`src/rtl/fixed_point_addsub_pipe_if.sv`:
```
// Handshake bundle for the saturating fixed-point add/sub pipeline.
// The slave modport faces the arithmetic unit; the master modport faces its driver.
interface fixed_point_addsub_pipe_if #(
  parameter int N = 16
);
  logic         in_valid;
  logic         in_ready;
  logic [1:0]   in_op;
  logic [N-1:0] in_a;
  logic [N-1:0] in_b;
  logic         acc_clear;
  logic         clear_sticky;
  logic         out_valid;
  logic         out_ready;
  logic [N-1:0] out_result;
  logic         out_saturated;
  logic         sticky_saturated;

  modport slave (
    input  in_valid, in_op, in_a, in_b, acc_clear, clear_sticky, out_ready,
    output in_ready, out_valid, out_result, out_saturated, sticky_saturated
  );

  modport master (
    output in_valid, in_op, in_a, in_b, acc_clear, clear_sticky, out_ready,
    input  in_ready, out_valid, out_result, out_saturated, sticky_saturated
  );
endinterface

```
`src/rtl/fixed_point_addsub_pipe.sv`:
```
// Two-stage stall-all pipeline computing saturating signed Q(INT.FRAC) add, sub,
// negate and accumulate, with per-result and sticky saturation flags.
module fixed_point_addsub_pipe #(
  parameter int INTEGER_PART_WIDTH    = 8,
  parameter int FRACTIONAL_PART_WIDTH = 8
) (
  input  logic                      clk,
  input  logic                      rst_n,
  fixed_point_addsub_pipe_if.slave  bus_if
);
  localparam int N = INTEGER_PART_WIDTH + FRACTIONAL_PART_WIDTH;
  localparam logic [N-1:0] MAX_C = {1'b0, {(N-1){1'b1}}};
  localparam logic [N-1:0] MIN_C = {1'b1, {(N-1){1'b0}}};

  typedef enum logic [1:0] {
    OP_ADD = 2'b00,
    OP_SUB = 2'b01,
    OP_NEG = 2'b10,
    OP_ACC = 2'b11
  } op_e;

  // An (N+1)-bit exact result overflows N bits when its top two bits disagree.
  function automatic logic is_ovf(input logic [N:0] x);
    return x[N] ^ x[N-1];
  endfunction

  function automatic logic [N-1:0] clamp(input logic [N:0] x);
    if (x[N] ^ x[N-1]) begin
      return x[N] ? MIN_C : MAX_C;
    end else begin
      return x[N-1:0];
    end
  endfunction

  logic         advance_s, accept_s, transfer_s;
  op_e          op_s;
  logic [N:0]   a_ext_s, b_ext_s, acc_base_s, acc_sum_s, exact_s;
  logic [N-1:0] acc_sat_s;
  logic [N-1:0] acc_d, acc_q;
  logic         s1_valid_d, s1_valid_q;
  logic [N:0]   s1_sum_d, s1_sum_q;
  op_e          s1_op_d, s1_op_q;
  logic         s1_sat_d, s1_sat_q;
  logic         out_valid_d, out_valid_q;
  logic [N-1:0] out_result_d, out_result_q;
  logic         out_sat_d, out_sat_q;
  logic         sticky_d, sticky_q;

  always_comb begin
    advance_s  = !out_valid_q || bus_if.out_ready;
    accept_s   = bus_if.in_valid && advance_s;
    transfer_s = out_valid_q && bus_if.out_ready;
    op_s       = op_e'(bus_if.in_op);
    a_ext_s    = {bus_if.in_a[N-1], bus_if.in_a};
    b_ext_s    = {bus_if.in_b[N-1], bus_if.in_b};
    // A clear arriving with an ACC is applied before the add.
    acc_base_s = bus_if.acc_clear ? {(N+1){1'b0}} : {acc_q[N-1], acc_q};
    acc_sum_s  = acc_base_s + a_ext_s;
    acc_sat_s  = clamp(acc_sum_s);
    exact_s    = {(N+1){1'b0}};
    case (op_s)
      OP_ADD:  exact_s = a_ext_s + b_ext_s;
      OP_SUB:  exact_s = a_ext_s - b_ext_s;
      OP_NEG:  exact_s = {(N+1){1'b0}} - a_ext_s;
      OP_ACC:  exact_s = {acc_sat_s[N-1], acc_sat_s};
      default: exact_s = {(N+1){1'b0}};
    endcase
  end

  always_comb begin
    acc_d = acc_q;
    if (accept_s && (op_s == OP_ACC)) begin
      acc_d = acc_sat_s;
    end else if (bus_if.acc_clear) begin
      acc_d = {N{1'b0}};
    end else begin
      acc_d = acc_q;
    end
  end

  always_comb begin
    s1_valid_d = s1_valid_q;
    s1_sum_d   = s1_sum_q;
    s1_op_d    = s1_op_q;
    s1_sat_d   = s1_sat_q;
    if (advance_s) begin
      s1_valid_d = accept_s;
    end else begin
      s1_valid_d = s1_valid_q;
    end
    if (accept_s) begin
      s1_sum_d = exact_s;
      s1_op_d  = op_s;
      s1_sat_d = (op_s == OP_ACC) && is_ovf(acc_sum_s);
    end else begin
      s1_sum_d = s1_sum_q;
    end
  end

  // ACC results were clamped on entry, so their flag comes from stage 1.
  always_comb begin
    out_valid_d  = out_valid_q;
    out_result_d = out_result_q;
    out_sat_d    = out_sat_q;
    if (advance_s) begin
      out_valid_d = s1_valid_q;
    end else begin
      out_valid_d = out_valid_q;
    end
    if (advance_s && s1_valid_q) begin
      out_result_d = clamp(s1_sum_q);
      out_sat_d    = (s1_op_q == OP_ACC) ? s1_sat_q : is_ovf(s1_sum_q);
    end else begin
      out_result_d = out_result_q;
    end
    if (transfer_s && out_sat_q) begin
      sticky_d = 1'b1;
    end else if (bus_if.clear_sticky) begin
      sticky_d = 1'b0;
    end else begin
      sticky_d = sticky_q;
    end
  end

  always_ff @(posedge clk or negedge rst_n) begin
    if (!rst_n) begin
      acc_q        <= {N{1'b0}};
      s1_valid_q   <= 1'b0;
      s1_sum_q     <= {(N+1){1'b0}};
      s1_op_q      <= OP_ADD;
      s1_sat_q     <= 1'b0;
      out_valid_q  <= 1'b0;
      out_result_q <= {N{1'b0}};
      out_sat_q    <= 1'b0;
      sticky_q     <= 1'b0;
    end else begin
      acc_q        <= acc_d;
      s1_valid_q   <= s1_valid_d;
      s1_sum_q     <= s1_sum_d;
      s1_op_q      <= s1_op_d;
      s1_sat_q     <= s1_sat_d;
      out_valid_q  <= out_valid_d;
      out_result_q <= out_result_d;
      out_sat_q    <= out_sat_d;
      sticky_q     <= sticky_d;
    end
  end

  assign bus_if.in_ready         = advance_s;
  assign bus_if.out_valid        = out_valid_q;
  assign bus_if.out_result       = out_result_q;
  assign bus_if.out_saturated    = out_sat_q;
  assign bus_if.sticky_saturated = sticky_q;
endmodule
```
`src/flat_wrapper.sv`:
```
// flat-port wrapper written by rule: the top's interface ports become plain ports
module fixed_point_addsub_pipe_flat 
#(
  parameter int INTEGER_PART_WIDTH    = 8,
  parameter int FRACTIONAL_PART_WIDTH = 8
)
  (clk, rst_n, bus_if_in_valid, bus_if_in_op, bus_if_in_a, bus_if_in_b, bus_if_acc_clear, bus_if_clear_sticky, bus_if_out_ready, bus_if_in_ready, bus_if_out_valid, bus_if_out_result, bus_if_out_saturated, bus_if_sticky_saturated);
  fixed_point_addsub_pipe_if bus_if_i ();
  input  logic clk;
  input  logic rst_n;
  input wire logic [$bits(bus_if_i.in_valid)-1:0] bus_if_in_valid;
  input wire logic [$bits(bus_if_i.in_op)-1:0] bus_if_in_op;
  input wire logic [$bits(bus_if_i.in_a)-1:0] bus_if_in_a;
  input wire logic [$bits(bus_if_i.in_b)-1:0] bus_if_in_b;
  input wire logic [$bits(bus_if_i.acc_clear)-1:0] bus_if_acc_clear;
  input wire logic [$bits(bus_if_i.clear_sticky)-1:0] bus_if_clear_sticky;
  input wire logic [$bits(bus_if_i.out_ready)-1:0] bus_if_out_ready;
  output wire logic [$bits(bus_if_i.in_ready)-1:0] bus_if_in_ready;
  output wire logic [$bits(bus_if_i.out_valid)-1:0] bus_if_out_valid;
  output wire logic [$bits(bus_if_i.out_result)-1:0] bus_if_out_result;
  output wire logic [$bits(bus_if_i.out_saturated)-1:0] bus_if_out_saturated;
  output wire logic [$bits(bus_if_i.sticky_saturated)-1:0] bus_if_sticky_saturated;
  assign bus_if_i.in_valid = bus_if_in_valid;
  assign bus_if_i.in_op = bus_if_in_op;
  assign bus_if_i.in_a = bus_if_in_a;
  assign bus_if_i.in_b = bus_if_in_b;
  assign bus_if_i.acc_clear = bus_if_acc_clear;
  assign bus_if_i.clear_sticky = bus_if_clear_sticky;
  assign bus_if_i.out_ready = bus_if_out_ready;
  assign bus_if_in_ready = bus_if_i.in_ready;
  assign bus_if_out_valid = bus_if_i.out_valid;
  assign bus_if_out_result = bus_if_i.out_result;
  assign bus_if_out_saturated = bus_if_i.out_saturated;
  assign bus_if_sticky_saturated = bus_if_i.sticky_saturated;
  fixed_point_addsub_pipe #(.INTEGER_PART_WIDTH(INTEGER_PART_WIDTH), .FRACTIONAL_PART_WIDTH(FRACTIONAL_PART_WIDTH)) u_core (.clk(clk), .rst_n(rst_n), .bus_if(bus_if_i));
endmodule
```
`config.mk`:
```
export PLATFORM = sky130hd
export DESIGN_NAME = fixed_point_addsub_pipe_flat
export DESIGN_NICKNAME = d
export VERILOG_FILES = /design/src/rtl/fixed_point_addsub_pipe_if.sv /design/src/rtl/fixed_point_addsub_pipe.sv /design/src/flat_wrapper.sv
export SDC_FILE = /design/constraint.sdc
export NUM_CORES = 1
export LEC_CHECK = 0
export ABC_CLOCK_PERIOD_IN_PS = 5100
export BUFFER_PORTS_ARGS = -buffer_cell sky130_fd_sc_hd__buf_4
export CAP_MARGIN = 10
export CORE_MARGIN = 5
export CORE_UTILIZATION = 40
export CTS_CLUSTER_SIZE = 25
export DETAILED_ROUTE_END_ITERATION = 6
export PLACE_DENSITY = 0.56
export SLEW_MARGIN = 40
export SYNTH_ARGS = -nofsm -noshare
export SYNTH_HDL_FRONTEND = slang
export SYNTH_SLANG_ARGS = --single-unit
```
`constraint.sdc`:
```
create_clock -name clk -period 5.1 [get_ports clk]
set_input_delay 0.765 -clock clk [delete_from_list [all_inputs] [get_ports clk]]
set_output_delay 0.765 -clock clk [all_outputs]
set_load 0.1 [all_outputs]
```
# == Yosys cells after proc, flatten, opt, wreduce, memory -nomap -nowiden ==
# Index checks and enable logic that the tools add are counted.
# word_totals
in_bits,40
register_bits,56
elab_cells,41
out_inout_bits,20
# op_classes
n_mux,11
eq_ne,4
bitwise_logic,2
n_addsub,4
n_reduce_logical,11
# ops
cell,n
16-bit two-way mux,6
17-bit case mux with 4 select lines,1
16-bit by 16-bit adder with 17-bit output,1
17-bit adder,1
17-bit two-way mux,1
"1-bit by 16-bit subtractor with 17-bit output, first input constant",1
16-bit by 16-bit subtractor with 17-bit output,1
"2-bit == test, second input constant",3
1-bit logical AND,6
2-bit nonzero test,2
1-bit two-way mux,3
"2-bit by 1-bit == test with 1-bit output, second input constant",1
2-bit logical NOT,1
1-bit XOR,2
1-bit logical NOT,1
1-bit logical OR,1

# == Depth between registers and ports, before layout ==
# Gate-level depths: netlist of run 1.
# logic_depth
ltp_word,5
mapped_depth,15

# == Worst setup path before layout of run 1 ==
# No wires, ideal clock.
# synth_path
kind,input-to-reg
from,input port bus_if_in_b[6]
to,register u_core.s1_sum_q[16]
required_time_ns,4.965
t_arrival_ns,3.555
stages,13
slack_ns,1.410
path_buffers,0
setup_ns,0.135
path_cell_list,or4_4 -> nand2b_1 -> o31ai_1 -> xor2_1 -> ha_1 -> and3_1 -> and3_1 -> a2111oi_2 -> o311ai_1 -> a21oi_1 -> xnor3_1 -> nand2_1 -> o211ai_1
# synth_via
elab_chain_cells,2
# synth_rtl
item,line,rtl
"start, declared",flat_wrapper.sv:14,input wire logic [$bits(bus_if_i.in_b)-1:0] bus_if_in_b;
16-bit by 16-bit subtractor with 17-bit output or 16-bit by 16-bit adder with 17-bit output (tied branches),"fixed_point_addsub_pipe.sv:63, fixed_point_addsub_pipe.sv:62",
17-bit case mux with 4 select lines *,fixed_point_addsub_pipe.sv:61,case (op_s)
"end signal, assigned",fixed_point_addsub_pipe.sv:129,s1_sum_q <= {(N+1){1'b0}};
"end signal, assigned",fixed_point_addsub_pipe.sv:139,s1_sum_q <= s1_sum_d;
"end, declared",fixed_point_addsub_pipe.sv:41,"logic [N:0] s1_sum_d, s1_sum_q;"
# Every way passes the cells marked *; elsewhere a longest branch is shown, timed or not.
# A chain may end at the register's enable or synchronous reset.

# == Worst setup path after layout of run 1 ==
# layout_path
from,input port bus_if_in_op[0]
to,register u_core.s1_sum_q[16]
# layout_via
elab_chain_cells,2
# layout_rtl
item,line,rtl
"start, declared",flat_wrapper.sv:12,input wire logic [$bits(bus_if_i.in_op)-1:0] bus_if_in_op;
2-bit == test (tied with other cells),fixed_point_addsub_pipe.sv:61,
17-bit case mux with 4 select lines *,fixed_point_addsub_pipe.sv:61,
# Marks and branches as above.

==> results.cfg, run 1 <==
[sta]
fin_crit_sh_pct = 79.15
slew_violations = 0
min_period_ns = 4.036
setup_ws_ns = 1.064
hold_viol_final = 0
fmaxAchievable_mhz = 247.7
setup-violations-final = 0
finClkSkew_ns = 0.01482
tns_ns = 0
relSlewSlack_pct = 49.84
worst_pin_slew_ns = 0.7496
rsz0062_at_grt = false

[worst_setup_path]
critical_path_required_ns = 5.28
path_class = in2reg
timing.critical_path.arrival_ns = 4.21
path_common_cell = nor2_1
worstPathCellList = buf_4 -> clkinv_1 -> nor2_1 -> nor2_1 -> xnor2_1 -> ha_1 -> a211oi_1 -> nor2_1 -> a2111oi_2 -> o311ai_1 -> a21oi_1 -> xnor3_1 -> nand2_1 -> o211ai_1
cp_max_fo = 20
path_buf_inv = 2
r2r-start = u_core.acc_q[0]
r2r_slack_ns = 1.67
end_kind = register
reg2reg_depth = 12
cpLargestDelayFamily = compound AO/OA/AOI/OAI gates
reg2reg_to = u_core.s1_sum_q[10]
slowest_stage = nor2_1
cp-start-kind = primary input
slowest_delay_ns = 0.67

[layout]
diodes = 0
fin_util_pct = 47.48
fillCellCount = 1126
multiInputGateArea_sq_mm = 0.003222
final_cell_mix = a21oi_1, buf_4, nor2_1
drive_above_1_share_pct = 15.81
stdcell_area_sq_mm = 0.005492
area_growth_pct = 15.11
seq_area_sq_mm = 0.001401
final_common_cell = a21oi_1
nets = 697

[yosys]
synth_cell_type_count = 68
async_reset_ff_share_pct = 100.0
muxShareOfSynthArea_pct = 2.754
synthSimpleGateAreaFrac_pct = 18.78
syn-cell-area_sq_mm = 0.004771
yosys_warnings = 0
yosysSeqAreaShare_pct = 29.37
ys.flop_type = dfrtp_1
ys_ff_latch = 56
synth_edf_count = 0
synthAdderAreaFrac_pct = 10.28
syn_area_per_cell_sq_um = 8.355
synth_top_area_share_pct = 29.37
synth_top_family_by_area = compound AO/OA/AOI/OAI gates
synthCells = 571
synth-xor-area-share_pct = 9.284
synthTopCellsByArea = dfrtp_1, ha_1, a21oi_1, xnor2_1, nor2_1
synthesis.nets = 649
synth_top_cell_by_area = dfrtp_1
synth-compound-area-share_pct = 26.20

[detailed_routing]
drc = 0
ant_nets = 0
vias = 4377
vias_per_cell = 5.737
drt-pass1-iter-count = 4
routed_wl_mm = 14.45
drtIter0Drc = 357
wl_per_cell_microns = 18.94

[global_route]
antenna_found_initial = 0
grt_overflow = 0
grt_pass1_wl_mm = 23.53
grt_pass1_vias = 4297
grt_max_degree = 57
grt_usage_pct = 20.71

[place]
placed_area_sq_mm = 0.005335
place_ws_ns = 0.7415
io_buffers = 59
place_hpwl_mm = 11.19
place.gp.congestion = 0.8503

[clocking]
cts_resized = 0
clk_latency_ns = 0.30
htreeDepth = 2
numCtsBuffers = 5
cts_tree = yes
root_buffer = clkbuf_16
hold_buffers = 0
clock_sinks = 56
cts.clk_slew.worst_paths_ns = 0.09
cts_setup_buffers = 0
cts_max_path_buffers = 2

[die]
initial_core_util_pct = 41.25
row_count = 39
die_x_microns = 119.2
core-area_sq_mm = 0.01156
die_y_microns = 119.2
die_area_sq_mm = 0.01421
pin_count = 60

[power]
p_per_area_mw_per_mm2 = 413.9
peakVddDrop_uv = 194.7
power.leakage_nw = 2.396

[flow_run]
maxCapViolCount = 0

[status]
outcome = finished clean

[min_path]
hold_path.class = in2async
==> metal layers <==
layer  global-route usage, %  vias up  wire, microns
li1                        -     2180              -
met1                   29.41     2082           7055
met2                   33.73      105           6594
met3                   2.938       10            626
met4                   4.200        0            177
met5                       0        -              0
==> state kept, by name, summed over array words and instances (netlist names) <==
name                            count
u_core.s1_sum_q                    17
u_core.bus_if.sticky_saturated      1
u_core.s1_sat_q                     1
u_core.s1_op_q                      2
u_core.bus_if.out_saturated         1
u_core.s1_valid_q                   1
u_core.acc_q                       16
u_core.bus_if.out_result           16
u_core.bus_if.out_valid             1
==> power by group <==
part | leakage (nW) | switching [W] | internal [W]
combinational | 1.65 | 0.000932 | 0.000344
clock | 0.0719 | 0.000184 | 0.000187
sequential | 0.677 | 0.0000656 | 0.000560
==> cells in the mapped netlist, types with 10 or more instances <==
cell,number
xor2_1,21
inv_1,17
ha_1,36
nor3_1,17
o21ai_1,11
a21oi_1,73
o21ai_0,20
a31oi_1,12
nand2_1,40
xnor2_1,27
a211oi_1,11
clkbuf_1,18
nand2b_1,10
dfrtp_1,56
nor2_1,59
nor2b_1,20
==> layout make-up <==
type,count,share of cell area (%)
clock buffers,5,2.278
clock inverters,3,0.5013
inverters,18,1.230
multi-input cells,476,58.67
flip-flops and latches,56,25.52
well taps,143,3.258
repair buffers,62,8.544
==> cells by family after synthesis <==
logic type,Yosys count
compound gates,194
xor+xnor,49
fa+ha+maj,38
buf+inv,39
flops,56
mux,12
simple gates,183
==> metrics by stage <==
stage                     std cells  hold WS (ns)  total power, W
after floorplan                 571        0.4281        0.001593
after global placement          755        0.4422        0.001902
after detailed placement        755        0.4444        0.001911
after CTS                       763        0.4655        0.002290
after global routing            763        0.4737        0.002411
final                           763        0.4022        0.002273
==> how the worst max path moves through the flow <==
stage	cells after the start	to	startpoint
4_1_cts	14	u_core.s1_sum_q[16]	bus_if_in_op[0]
6_report	14	u_core.s1_sum_q[16]	bus_if_in_op[0]
3_3_place_gp	14	u_core.s1_sum_q[16]	bus_if_in_op[0]
3_5_place_dp	14	u_core.s1_sum_q[16]	bus_if_in_op[0]
5_1_grt	14	u_core.s1_sum_q[16]	bus_if_in_op[0]
2_1_floorplan	13	u_core.s1_sum_q[16]	bus_if_in_b[6]
Note: power is estimated with default switching activity, not from simulation.
==> run 2: changes to the inputs <==
--- a/config.mk
+++ b/config.mk
@@ -5,14 +5,14 @@
 export SDC_FILE = /design/constraint.sdc
 export NUM_CORES = 1
 export LEC_CHECK = 0
-export ABC_CLOCK_PERIOD_IN_PS = 5100
+export ABC_CLOCK_PERIOD_IN_PS = 3400
 export BUFFER_PORTS_ARGS = -buffer_cell sky130_fd_sc_hd__buf_4
 export CAP_MARGIN = 10
 export CORE_MARGIN = 5
 export CORE_UTILIZATION = 40
 export CTS_CLUSTER_SIZE = 25
 export DETAILED_ROUTE_END_ITERATION = 6
-export PLACE_DENSITY = 0.56
+export PLACE_DENSITY = 0.58
 export SLEW_MARGIN = 40
 export SYNTH_ARGS = -nofsm -noshare
 export SYNTH_HDL_FRONTEND = slang
==> constraint.sdc (replaced) <==
create_clock -name clk -period 3.4 [get_ports clk]
set_input_delay 0.51 -clock clk [delete_from_list [all_inputs] [get_ports clk]]
set_output_delay 0.51 -clock clk [all_outputs]
set_load 0.1 [all_outputs]
==> results.cfg, run 2 (synthesis gave the netlist of run 1 again) <==
[status]
outcome = finished clean

[sta]
slew_violations = 0
tns_ns = 0
min_period_ns = 3.299
setup_ws_ns = 0.1008
fmaxAchievable_mhz = 303.1
setup-violations-final = 0
rsz0062_at_grt = true
hold_viol_final = 0
worst_pin_slew_ns = 0.6506
relSlewSlack_pct = 56.52
fin_crit_sh_pct = 97.04
finClkSkew_ns = 0.006224

[worst_setup_path]
slowest_stage = or4_4
r2r_slack_ns = 0.24
r2r-start = u_core.acc_q[0]
reg2reg_depth = 12
timing.critical_path.arrival_ns = 3.47
reg2reg_to = u_core.s1_sum_q[10]
slowest_delay_ns = 0.55
path_class = in2reg
path_common_cell = and3_4
critical_path_required_ns = 3.57
crit_path_end = u_core.s1_sum_q[16]
critPathLaunch = bus_if_in_b[6]
cp-start-kind = primary input
cp_max_fo = 3
end_kind = register
worstPathCellList = buf_4 -> or4_4 -> nand2b_4 -> o31ai_4 -> xor2_1 -> ha_1 -> and3_4 -> and3_4 -> a2111oi_4 -> o311ai_1 -> a21oi_1 -> xnor3_1 -> nand2_1 -> o211ai_1

[layout]
fillCellCount = 1123
final_common_cell = buf_4
nets = 732
final_cells = 798
area_growth_pct = 21.82
diodes = 0
final_cell_mix = buf_4, a21oi_1, nor2_1
largest_reg_flops = 17
drive_above_1_share_pct = 21.22
fin_util_pct = 50.25
seq_area_sq_mm = 0.001401
max_flop_register = u_core.s1_sum_q
multiInputGateArea_sq_mm = 0.003286

[die]
die_area_sq_mm = 0.01421
pin_count = 60
row_count = 39
die_y_microns = 119.2
initial_core_util_pct = 41.25
core-area_sq_mm = 0.01156
die_x_microns = 119.2

[power]
peakVddDrop_uv = 244.5
p_sw_w = 0.001776
p_clk_share_pct = 15.4
p_int_w = 0.001680
comb_power_share_pct = 57.2
switching_share_pct = 51.39
p_per_area_mw_per_mm2 = 594.6
pwr-share-seq_pct = 27.5
power.leakage_nw = 2.591
power.total_w = 0.003456

[detailed_routing]
ant_nets = 0
vias = 4562
drc = 0
drtIter0Drc = 275
wl_per_cell_microns = 18.48
routed_wl_mm = 14.75
vias_per_cell = 5.717
drt-pass1-iter-count = 4

[place]
place_ws_ns = -0.2333
place.gp.congestion = 0.8839
place_hpwl_mm = 11.70
io_buffers = 59
placedCellCount = 790

[global_route]
grt_max_degree = 57
grt_usage_pct = 20.56
grt_overflow = 0
grt_pass1_vias = 4332
grt_pass1_wl_mm = 23.22
antenna_found_initial = 0

[clocking]
cts_max_path_buffers = 2
cts.clk_slew.worst_paths_ns = 0.07
cts_setup_buffers = 0
hold_buffers = 0
numCtsBuffers = 5
clk_latency_ns = 0.30
cts_tree = yes
root_buffer = clkbuf_16
clock_sinks = 56
htreeDepth = 2

[min_path]
hold_path.class = in2async

[flow_run]
maxCapViolCount = 0
==> run 2: timing repair <==
item | CTS | global route
endpoints found under the hold margin | 0 | 0
endpoints found under the setup margin | 0 | 6
gates resized for setup | 0 | 13
==> run 2: final cells by class <==
type                    instances  share of cell area (%)
clock inverters                 2                  0.2368
multi-input cells             476                   56.53
clock buffers                   6                   2.217
flip-flops and latches         56                   24.11
repair buffers                 97                   12.66
inverters                      18                   1.163
well taps                     143                   3.079
==> run 2: per-stage QoR <==
stage	hold slack [ns]	cell area, sq um
floorplan	0.2144	4783
global route	0.2174	5812
global placement	0.4422	5599
detailed placement	0.4484	5600
CTS	0.3006	5743
finish	0.1615	5812
==> run 2: worst max-delay path: cells and delay by family <==
| kind | cells | cell delay, ns |
|---|---|---|
| AOI/OAI and AO/OA | 5 | 1.00 |
| and+or+nand+nor | 5 | 1.18 |
| buffers and inverters | 1 | 0.11 |
| xor gates and xnor gates | 2 | 0.40 |
| adders and majority gates | 1 | 0.26 |
==> run 2: power groups by stage <==
stage | Sequential, W | Combinational (W) | Clock, W
final | 0.000950 | 0.00198 | 0.000531
after global routing | 0.000974 | 0.00211 | 0.000572
after CTS | 0.000950 | 0.00197 | 0.000544
after global placement | 0.000961 | 0.00195 | 0
after detailed placement | 0.000963 | 0.00196 | 0
after floorplan | 0.00169 | 0.000707 | 0
==> run 2: worst min path at each step <==
stage	startpoint	depth (start not counted)	endpoint
3_5_place_dp	u_core.s1_valid_q	2	u_core.bus_if.out_valid
2_1_floorplan	rst_n	0	u_core.acc_q[0]
5_1_grt	rst_n	1	u_core.s1_valid_q
6_report	rst_n	1	u_core.bus_if.out_valid
3_3_place_gp	u_core.s1_valid_q	2	u_core.bus_if.out_valid
4_1_cts	rst_n	1	u_core.bus_if.sticky_saturated
==> run 2: routing by layer <==
layer / up-vias / GRT usage (%) / share of wire [%]
met5: - / 0 / 0
met4: 0 / 5.069 / 1.5
met3: 17 / 2.891 / 5.5
met2: 125 / 32.50 / 45
met1: 2169 / 29.71 / 48
li1: 2251 / - / -
